<file path="src/rtl/lebug_uart_pkg.sv">
// lebug_uart_pkg: shared receiver state encoding, defaults and the baud divider helper
package lebug_uart_pkg;

    typedef enum logic [2:0] {
        IDLE,
        START,
        DATA,
        STOP,
        WAIT_HIGH
    } rx_state_t;

    localparam int OVERSAMPLE_DEFAULT = 16;
    localparam logic [7:0] CMD_INSTR = 8'd42;

    function automatic int baud_div(input int clk_freq, input int baud, input int oversample);
        return (clk_freq + (baud * oversample) / 2) / (baud * oversample);
    endfunction

endpackage

</file>
<file path="src/rtl/uart_baud_tick.sv">
// uart_baud_tick: free-running divider producing one oversampling tick every DIV clocks
module uart_baud_tick
    import lebug_uart_pkg::*;
#(
    parameter int CLK_FREQ   = 50000000,
    parameter int BAUD       = 115200,
    parameter int OVERSAMPLE = OVERSAMPLE_DEFAULT
) (
    input  logic clk,
    input  logic reset_n,
    output logic tick
);

    localparam int DIV = baud_div(CLK_FREQ, BAUD, OVERSAMPLE);
    localparam int W   = (DIV < 2) ? 1 : $clog2(DIV);

    if (DIV < 2) begin : g_bad_div
        $error("uart_baud_tick: DIV must be at least 2");
    end

    logic [W-1:0] cnt;

    assign tick = (cnt == W'(DIV - 1));

    // count 0..DIV-1 and wrap on the tick
    always_ff @(posedge clk or negedge reset_n) begin
        if (!reset_n) cnt <= '0;
        else          cnt <= tick ? '0 : cnt + W'(1);
    end

endmodule

</file>
<file path="src/rtl/uart_byte_receiver.sv">
// uart_byte_receiver: 8N1 oversampling UART receiver with 3-sample majority voting
module uart_byte_receiver
    import lebug_uart_pkg::*;
#(
    parameter int CLK_FREQ   = 50000000,
    parameter int BAUD       = 115200,
    parameter int OVERSAMPLE = OVERSAMPLE_DEFAULT
) (
    input  logic       clk,
    input  logic       reset_n,
    input  logic       rx,
    output logic [7:0] rx_data,
    output logic       new_rx_data,
    output logic       frame_error,
    output logic       rx_busy
);

    localparam int SW = $clog2(OVERSAMPLE);
    localparam logic [SW-1:0] S_LO  = SW'(OVERSAMPLE / 2 - 1);
    localparam logic [SW-1:0] S_MID = SW'(OVERSAMPLE / 2);
    localparam logic [SW-1:0] S_HI  = SW'(OVERSAMPLE / 2 + 1);
    localparam logic [SW-1:0] S_END = SW'(OVERSAMPLE - 1);

    logic          tick;
    logic          rx_meta, rx_sync;
    rx_state_t     state, state_n;
    logic [SW-1:0] sample_cnt, sample_cnt_n;
    logic [2:0]    bit_cnt, bit_cnt_n;
    logic [7:0]    shift, shift_n;
    logic [1:0]    votes, votes_n;
    logic [7:0]    rx_data_n;
    logic          new_n, ferr_n;
    logic          maj;

    uart_baud_tick #(
        .CLK_FREQ  (CLK_FREQ),
        .BAUD      (BAUD),
        .OVERSAMPLE(OVERSAMPLE)
    ) u_tick (
        .clk    (clk),
        .reset_n(reset_n),
        .tick   (tick)
    );

    assign maj     = (votes[1] & votes[0]) | (votes[1] & rx_sync) | (votes[0] & rx_sync);
    assign rx_busy = (state != IDLE);

    // two-flop synchronizer, idles high so reset never looks like a start bit
    always_ff @(posedge clk or negedge reset_n) begin
        if (!reset_n) {rx_sync, rx_meta} <= 2'b11;
        else          {rx_sync, rx_meta} <= {rx_meta, rx};
    end

    // state and datapath registers
    always_ff @(posedge clk or negedge reset_n) begin
        if (!reset_n) begin
            state       <= IDLE;
            sample_cnt  <= '0;
            bit_cnt     <= '0;
            shift       <= '0;
            votes       <= '0;
            rx_data     <= '0;
            new_rx_data <= 1'b0;
            frame_error <= 1'b0;
        end else begin
            state       <= state_n;
            sample_cnt  <= sample_cnt_n;
            bit_cnt     <= bit_cnt_n;
            shift       <= shift_n;
            votes       <= votes_n;
            rx_data     <= rx_data_n;
            new_rx_data <= new_n;
            frame_error <= ferr_n;
        end
    end

    // per-tick sequencing: gather samples, vote at S_HI, advance bits at S_END
    always_comb begin
        state_n      = state;
        sample_cnt_n = sample_cnt;
        bit_cnt_n    = bit_cnt;
        shift_n      = shift;
        votes_n      = votes;
        rx_data_n    = rx_data;
        new_n        = 1'b0;
        ferr_n       = 1'b0;
        if (tick) begin
            if (state == START || state == DATA || state == STOP) begin
                sample_cnt_n = (sample_cnt == S_END) ? '0 : sample_cnt + SW'(1);
                votes_n[1]   = (sample_cnt == S_LO)  ? rx_sync : votes[1];
                votes_n[0]   = (sample_cnt == S_MID) ? rx_sync : votes[0];
            end
            case (state)
                IDLE: begin
                    if (!rx_sync) begin
                        state_n      = START;
                        sample_cnt_n = '0;
                        bit_cnt_n    = '0;
                    end
                end
                START: begin
                    if (sample_cnt == S_HI && maj) begin
                        state_n      = IDLE;
                        sample_cnt_n = '0;
                    end else if (sample_cnt == S_END) begin
                        state_n = DATA;
                    end
                end
                DATA: begin
                    if (sample_cnt == S_HI) shift_n = {maj, shift[7:1]};
                    if (sample_cnt == S_END) begin
                        bit_cnt_n = bit_cnt + 3'd1;
                        if (bit_cnt == 3'd7) state_n = STOP;
                    end
                end
                STOP: begin
                    if (sample_cnt == S_HI) begin
                        sample_cnt_n = '0;
                        state_n      = maj ? IDLE : WAIT_HIGH;
                        rx_data_n    = maj ? shift : rx_data;
                        new_n        = maj;
                        ferr_n       = !maj;
                    end
                end
                WAIT_HIGH: begin
                    if (rx_sync) state_n = IDLE;
                end
                default: state_n = IDLE;
            endcase
        end
    end

endmodule

</file>
<file path="config.mk">
export PLATFORM = sky130hd
export DESIGN_NAME = uart_byte_receiver
export DESIGN_NICKNAME = d
export VERILOG_FILES = /design/src/rtl/lebug_uart_pkg.sv /design/src/rtl/uart_baud_tick.sv /design/src/rtl/uart_byte_receiver.sv
export SDC_FILE = /design/constraint.sdc
export NUM_CORES = 1
export LEC_CHECK = 0
export BUFFER_PORTS_ARGS = -buffer_cell sky130_fd_sc_hd__buf_2
export CORE_ASPECT_RATIO = 0.9
export CORE_UTILIZATION = 35
export CTS_BUF_LIST = sky130_fd_sc_hd__clkbuf_16
export DETAILED_ROUTE_END_ITERATION = 16
export MAX_ROUTING_LAYER = met4
export SLEW_MARGIN = 15
export SYNTH_ARGS = -nofsm -noshare
export SYNTH_HDL_FRONTEND = slang
export SYNTH_SLANG_ARGS = --single-unit
</file>
<file path="constraint.sdc">
create_clock -name clk -period 2.15 [get_ports clk]
set_input_delay 0.43 -clock clk [delete_from_list [all_inputs] [get_ports clk]]
set_output_delay 0.43 -clock clk [all_outputs]
set_load 0.01 [all_outputs]
</file>
Word-level counts from Yosys, hierarchy flattened:

Index checks and enable logic that the tools add are counted.

* eq/ne operators: 16
* bitwise gates (word level): 5
* add/subtract/negate cells: 3
* mux-type cells: 25
* reduce and logical (&&, ||, !) cells: 13

Operators by type and width (number)
* 3-bit two-way mux: 10
* 4-bit two-way mux: 5
* 3-bit one-hot mux with 5 select lines: 1
* 4-bit equality test, second input constant: 3
* 4-bit one-hot mux with 3 select lines: 1
* 3-bit AND reduction: 3
* 4-bit AND reduction: 2
* 7-bit AND reduction: 1
* 3-bit by 2-bit equality test with 1-bit output, second input constant: 2
* 3-bit equality test, second input constant: 2
* 1-bit two-way mux: 6
* 2-bit by 1-bit != test with 1-bit output, second input constant: 3
* 3-bit one-hot mux with 2 select lines: 1
* 5-bit by 1-bit adder with 5-bit output, second input constant: 1
* 5-bit equality test, second input constant: 1
* 5-bit two-way mux: 1
* 4-bit by 1-bit adder with 4-bit output, second input constant: 1
* 4-bit by 3-bit equality test with 1-bit output, second input constant: 1
* 2-bit != test, second input constant: 2
* 3-bit by 1-bit adder with 3-bit output, second input constant: 1
* 1-bit bitwise AND: 3
* 3-bit by 1-bit equality test with 1-bit output, second input constant: 1
* 3-bit zero test: 1
* 3-bit by 1-bit != test with 1-bit output, second input constant: 1
* other kinds (6): 8

* word-level logic and storage cells: 74
* output and inout bits: 11
* register bits after elaboration: 37
* input port bits: 3

Depth between registers and ports, before layout:

* word-level depth: 7
* mapped depth: 7
* gate-level depth less buffers: 6

Cells and area by module:

A second synthesis with hierarchy kept.

* cell total of the unflattened synthesis: 146
* area, all modules: 1804.2 um^2

Modules (own cells, without submodules)
* uart_byte_receiver: seq. area each 803.3 um^2, area an instance 1537.7 um^2, times used 1, cells an instance 122
* uart_baud_tick: seq. area each 125.1 um^2, area an instance 266.5 um^2, times used 1, cells an instance 24

Worst setup path before layout:

Ideal clock, no wire load.

* path type: flip-flop to flip-flop
* start point: register u_tick.cnt[0]
* end point: register votes[1]
* arrival: 1.664 ns
* cell stages (with the launch flop): 7
* library setup time: 0.125 ns
* setup slack: 0.361 ns
* period minus slack after synthesis: 1.789 ns
* buffers on the path: 0
* required time: 2.025 ns
* path through: dfrtp_1 inv_1 ha_1 nand4b_4 nor3_4 and4b_1 mux2_2

* cells in the longest elaborated chain, start to end: 2

Ends and longest elaborated chain
* from (decl): line uart_baud_tick.sv:21 `logic [W-1:0] cnt;`
* from (signal assigned): line uart_baud_tick.sv:28 `else cnt <= tick ? '0 : cnt + W'(1);`
* 5-bit equality test: line uart_baud_tick.sv:23 `assign tick = (cnt == W'(DIV - 1));`
* 3-bit AND reduction (no line)
* to (signal assigned): line uart_byte_receiver.sv:70 `votes <= votes_n;`
* to (decl): line uart_byte_receiver.sv:30 `logic [1:0] votes, votes_n;`

Every way passes these cells.
A chain may end at the register's enable or synchronous reset.

Worst setup path in the final report:

Ends and elaborated chain as after synthesis.

==> reports/results.txt <==
post-CTS setup buffers: 0
I/O Buffers: 13
worst r2r src: u_tick.cnt[0]
clock latency on the worst-skew pair: 0.28 ns
CTS clk-pin slew, worst paths: 0.06 ns
top_reg_cell synth: dfrtp_1
Syn Nets: 156
power density over the cells: 685 nW/um^2
placer congestion estimate: 0.796
CP Capture Type: flop
crit share post-route: 0.879
yosys warns: 0
Ports: 14
setup tns final: 0 ns
synth-to-layout area growth: 15.8%
RSZ-0062 raised after global routing: false
post_cts resized: 0
total grt overflow: 0
Area contributors post-synth: dfrtp_1 48%, mux2_2 12%, ha_1 4.8%
most frequent cells after synthesis: 35 x dfrtp_1, 19 x mux2_2, 12 x nor2_1, 8 x inv_1, 7 x ha_1
data arrival time of the critical path: 2.06 ns
Post-Synth Simple-Gate Area: 0.167
largest net degree at the start of global routing: 38
Antenna Cells: 0
Compound-Gate Fraction of Synth Area: 0.0705
Worst Clk Skew: 0.00447 ns
Die Y: 70.2 um
reg2reg end: votes[1]
detailed-route DRC error count: 0
fill count: 458
vias in the first global route: 1,136
DR WL/cell: 13.5 um
core area: 4890 um^2
H-tree Lvls: 2
overall power: 1430 uW
Initial DRC Count: 59
CP endpoint: votes[1]
DR vias/cell: 4.93
largest family of logic cells by synthesized area: simple AND/OR/NAND/NOR gates
Period minus WS final: 1.89 ns
full die area: 5460 um^2
Post-Layout Inst Area: 2100 um^2
reg-to-reg slack, setup: 0.26 ns
max-cap check violation count: 0
worst r2r path cells: 6
vias: 1,130
Final setup viols: 0
EDFF count, synth: 0
peak supply drop: 0.414 mV
mux cell area share after synthesis: 0.152
ANT nets after route: 0
top-area cell type share of the netlist area: 0.484
Max FO, Critical Path: 7
max frequency: 529 MHz
initial antenna violation count: 0
CTS tree: yes
CP Launch Point: u_tick.cnt[0]
DRT Pass-1 Iters: 4
relative max-transition margin: 0.459
CTS Buffer Depth: 2
Slew Limit Fails: 0
die width: 77.8 um
Synth Area in Adders: 0.0539
crit start category: flop
Final #Nets: 173
synthesis-stage register bit count: 37
Post-synth ARST share: 1.00
Final Util: 0.428
xor and xnor fraction of the mapped netlist area: 0.0145
gr usage total: 0.135
clock root buffer: clkbuf_16
cells after synthesis: 146
# hold bufs at CTS: 0
final wirelength: 3080 um
static leakage: 0.00102 uW
status: complete, no violations
post-synthesis cell area: 1810 um^2
critical path class: reg2reg
layout cells sized above 1: 0.311
worst slew pin tran: 0.812 ns
HP Class: in2async
Initial Util: 0.370
Synth area leader: dfrtp_1
dpl cell area: 1950 um^2
first-pass GRT wire length: 5330 um
dpl hpwl: 2210 um
CTS sink count: 37
Netlist cell types: 43
most numerous cell in the Yosys netlist: dfrtp_1
CP Data Required Time: 2.32 ns
CTS Buf Count: 5
num rows: 24
sequential element share of the synthesized area: 0.513
final hold violation count: 0
Avg Inst Size Synth: 12.4 um^2
[layout make-up]
| type | instances | area [um^2] | share of cell area |
|---|---|---|---|
| inverters | 8 | 30.0 | 0.0143 |
| well taps | 65 | 81.3 | 0.0388 |
| clock inverters | 3 | 21.3 | 0.0101 |
| flip-flops and latches | 37 | 928 | 0.443 |
| repair buffers | 15 | 80.1 | 0.0382 |
| clock buffers | 5 | 125 | 0.0597 |
| multi-input cells | 96 | 830 | 0.396 |
[per-stage QoR]
stage / cells / hold WS, ns / setup slack [ns]
2_1_floorplan: 146 / 0.134 / 0.361
3_3_place_gp: 221 / 0.346 / 0.293
3_5_place_dp: 221 / 0.347 / 0.252
4_1_cts: 229 / 0.235 / 0.243
5_1_grt: 229 / 0.231 / 0.125
6_report: 229 / 0.234 / 0.261
[cells in the final DEF (no fill, tap or decap), types with 2 or more instances in the layout]
cell,instances
and4b_1,3
and3_1,2
xnor2_1,2
nand2_1,4
dfrtp_1,35
clkbuf_16,5
nor2b_1,2
nor2_1,12
nand3_1,5
mux2i_1,5
buf_2,13
mux2_2,19
dfstp_2,2
inv_1,8
o21ai_0,6
nor3_4,2
a21oi_1,2
ha_1,7
buf_4,2
[power by group]
part	internal (uW)	total (uW)	switching, uW	leakage (uW)
registers	700	702	2.14	0.000490
clock network	431	715	285	0.0000702
logic	2.49	17.2	14.7	0.000461
total	1130	1430	302	0.00102
[how the worst min path moves through the flow]
stage,start,end,cells past startpoint
finish,reset_n,state[2],1
detailed placement,rx_meta,rx_sync,0
global route,rx,rx_meta,1
CTS,rx,rx_meta,1
global placement,rx_meta,rx_sync,0
floorplan,reset_n,bit_cnt[0],0
[sequential cells by signal, summed over array words and instances (netlist names)]
signal and count:
frame_error 1, u_tick.cnt 5, state 3, votes 2, new_rx_data 1, bit_cnt 3, sample_cnt 4, rx_data 8
rx_meta 1, shift 8, rx_sync 1
[cell families after synthesis]
family,after synthesis
AND/OR/NAND/NOR,42
XOR/XNOR,3
buffers and inverters,13
adder cells (fa/ha/maj),8
AO/OA/AOI/OAI,18
flip-flops,37
multiplexers,25
[worst max-delay path, cell delays in order, from the launching register on]
cell      delay (ns)
dfrtp_1         0.40
inv_1           0.07
ha_1            0.21
nand4b_4        0.22
nor3_4          0.31
and4b_1         0.24
mux2_2          0.33
[layer usage]
metal,up-vias,routed length [um],track usage
met4,0,52,0.0755
met3,5,113,0.0366
li1,556,-,-
met1,554,1510,0.172
met5,-,0,-
met2,15,1410,0.193
(Power assumes the default switching activity.)
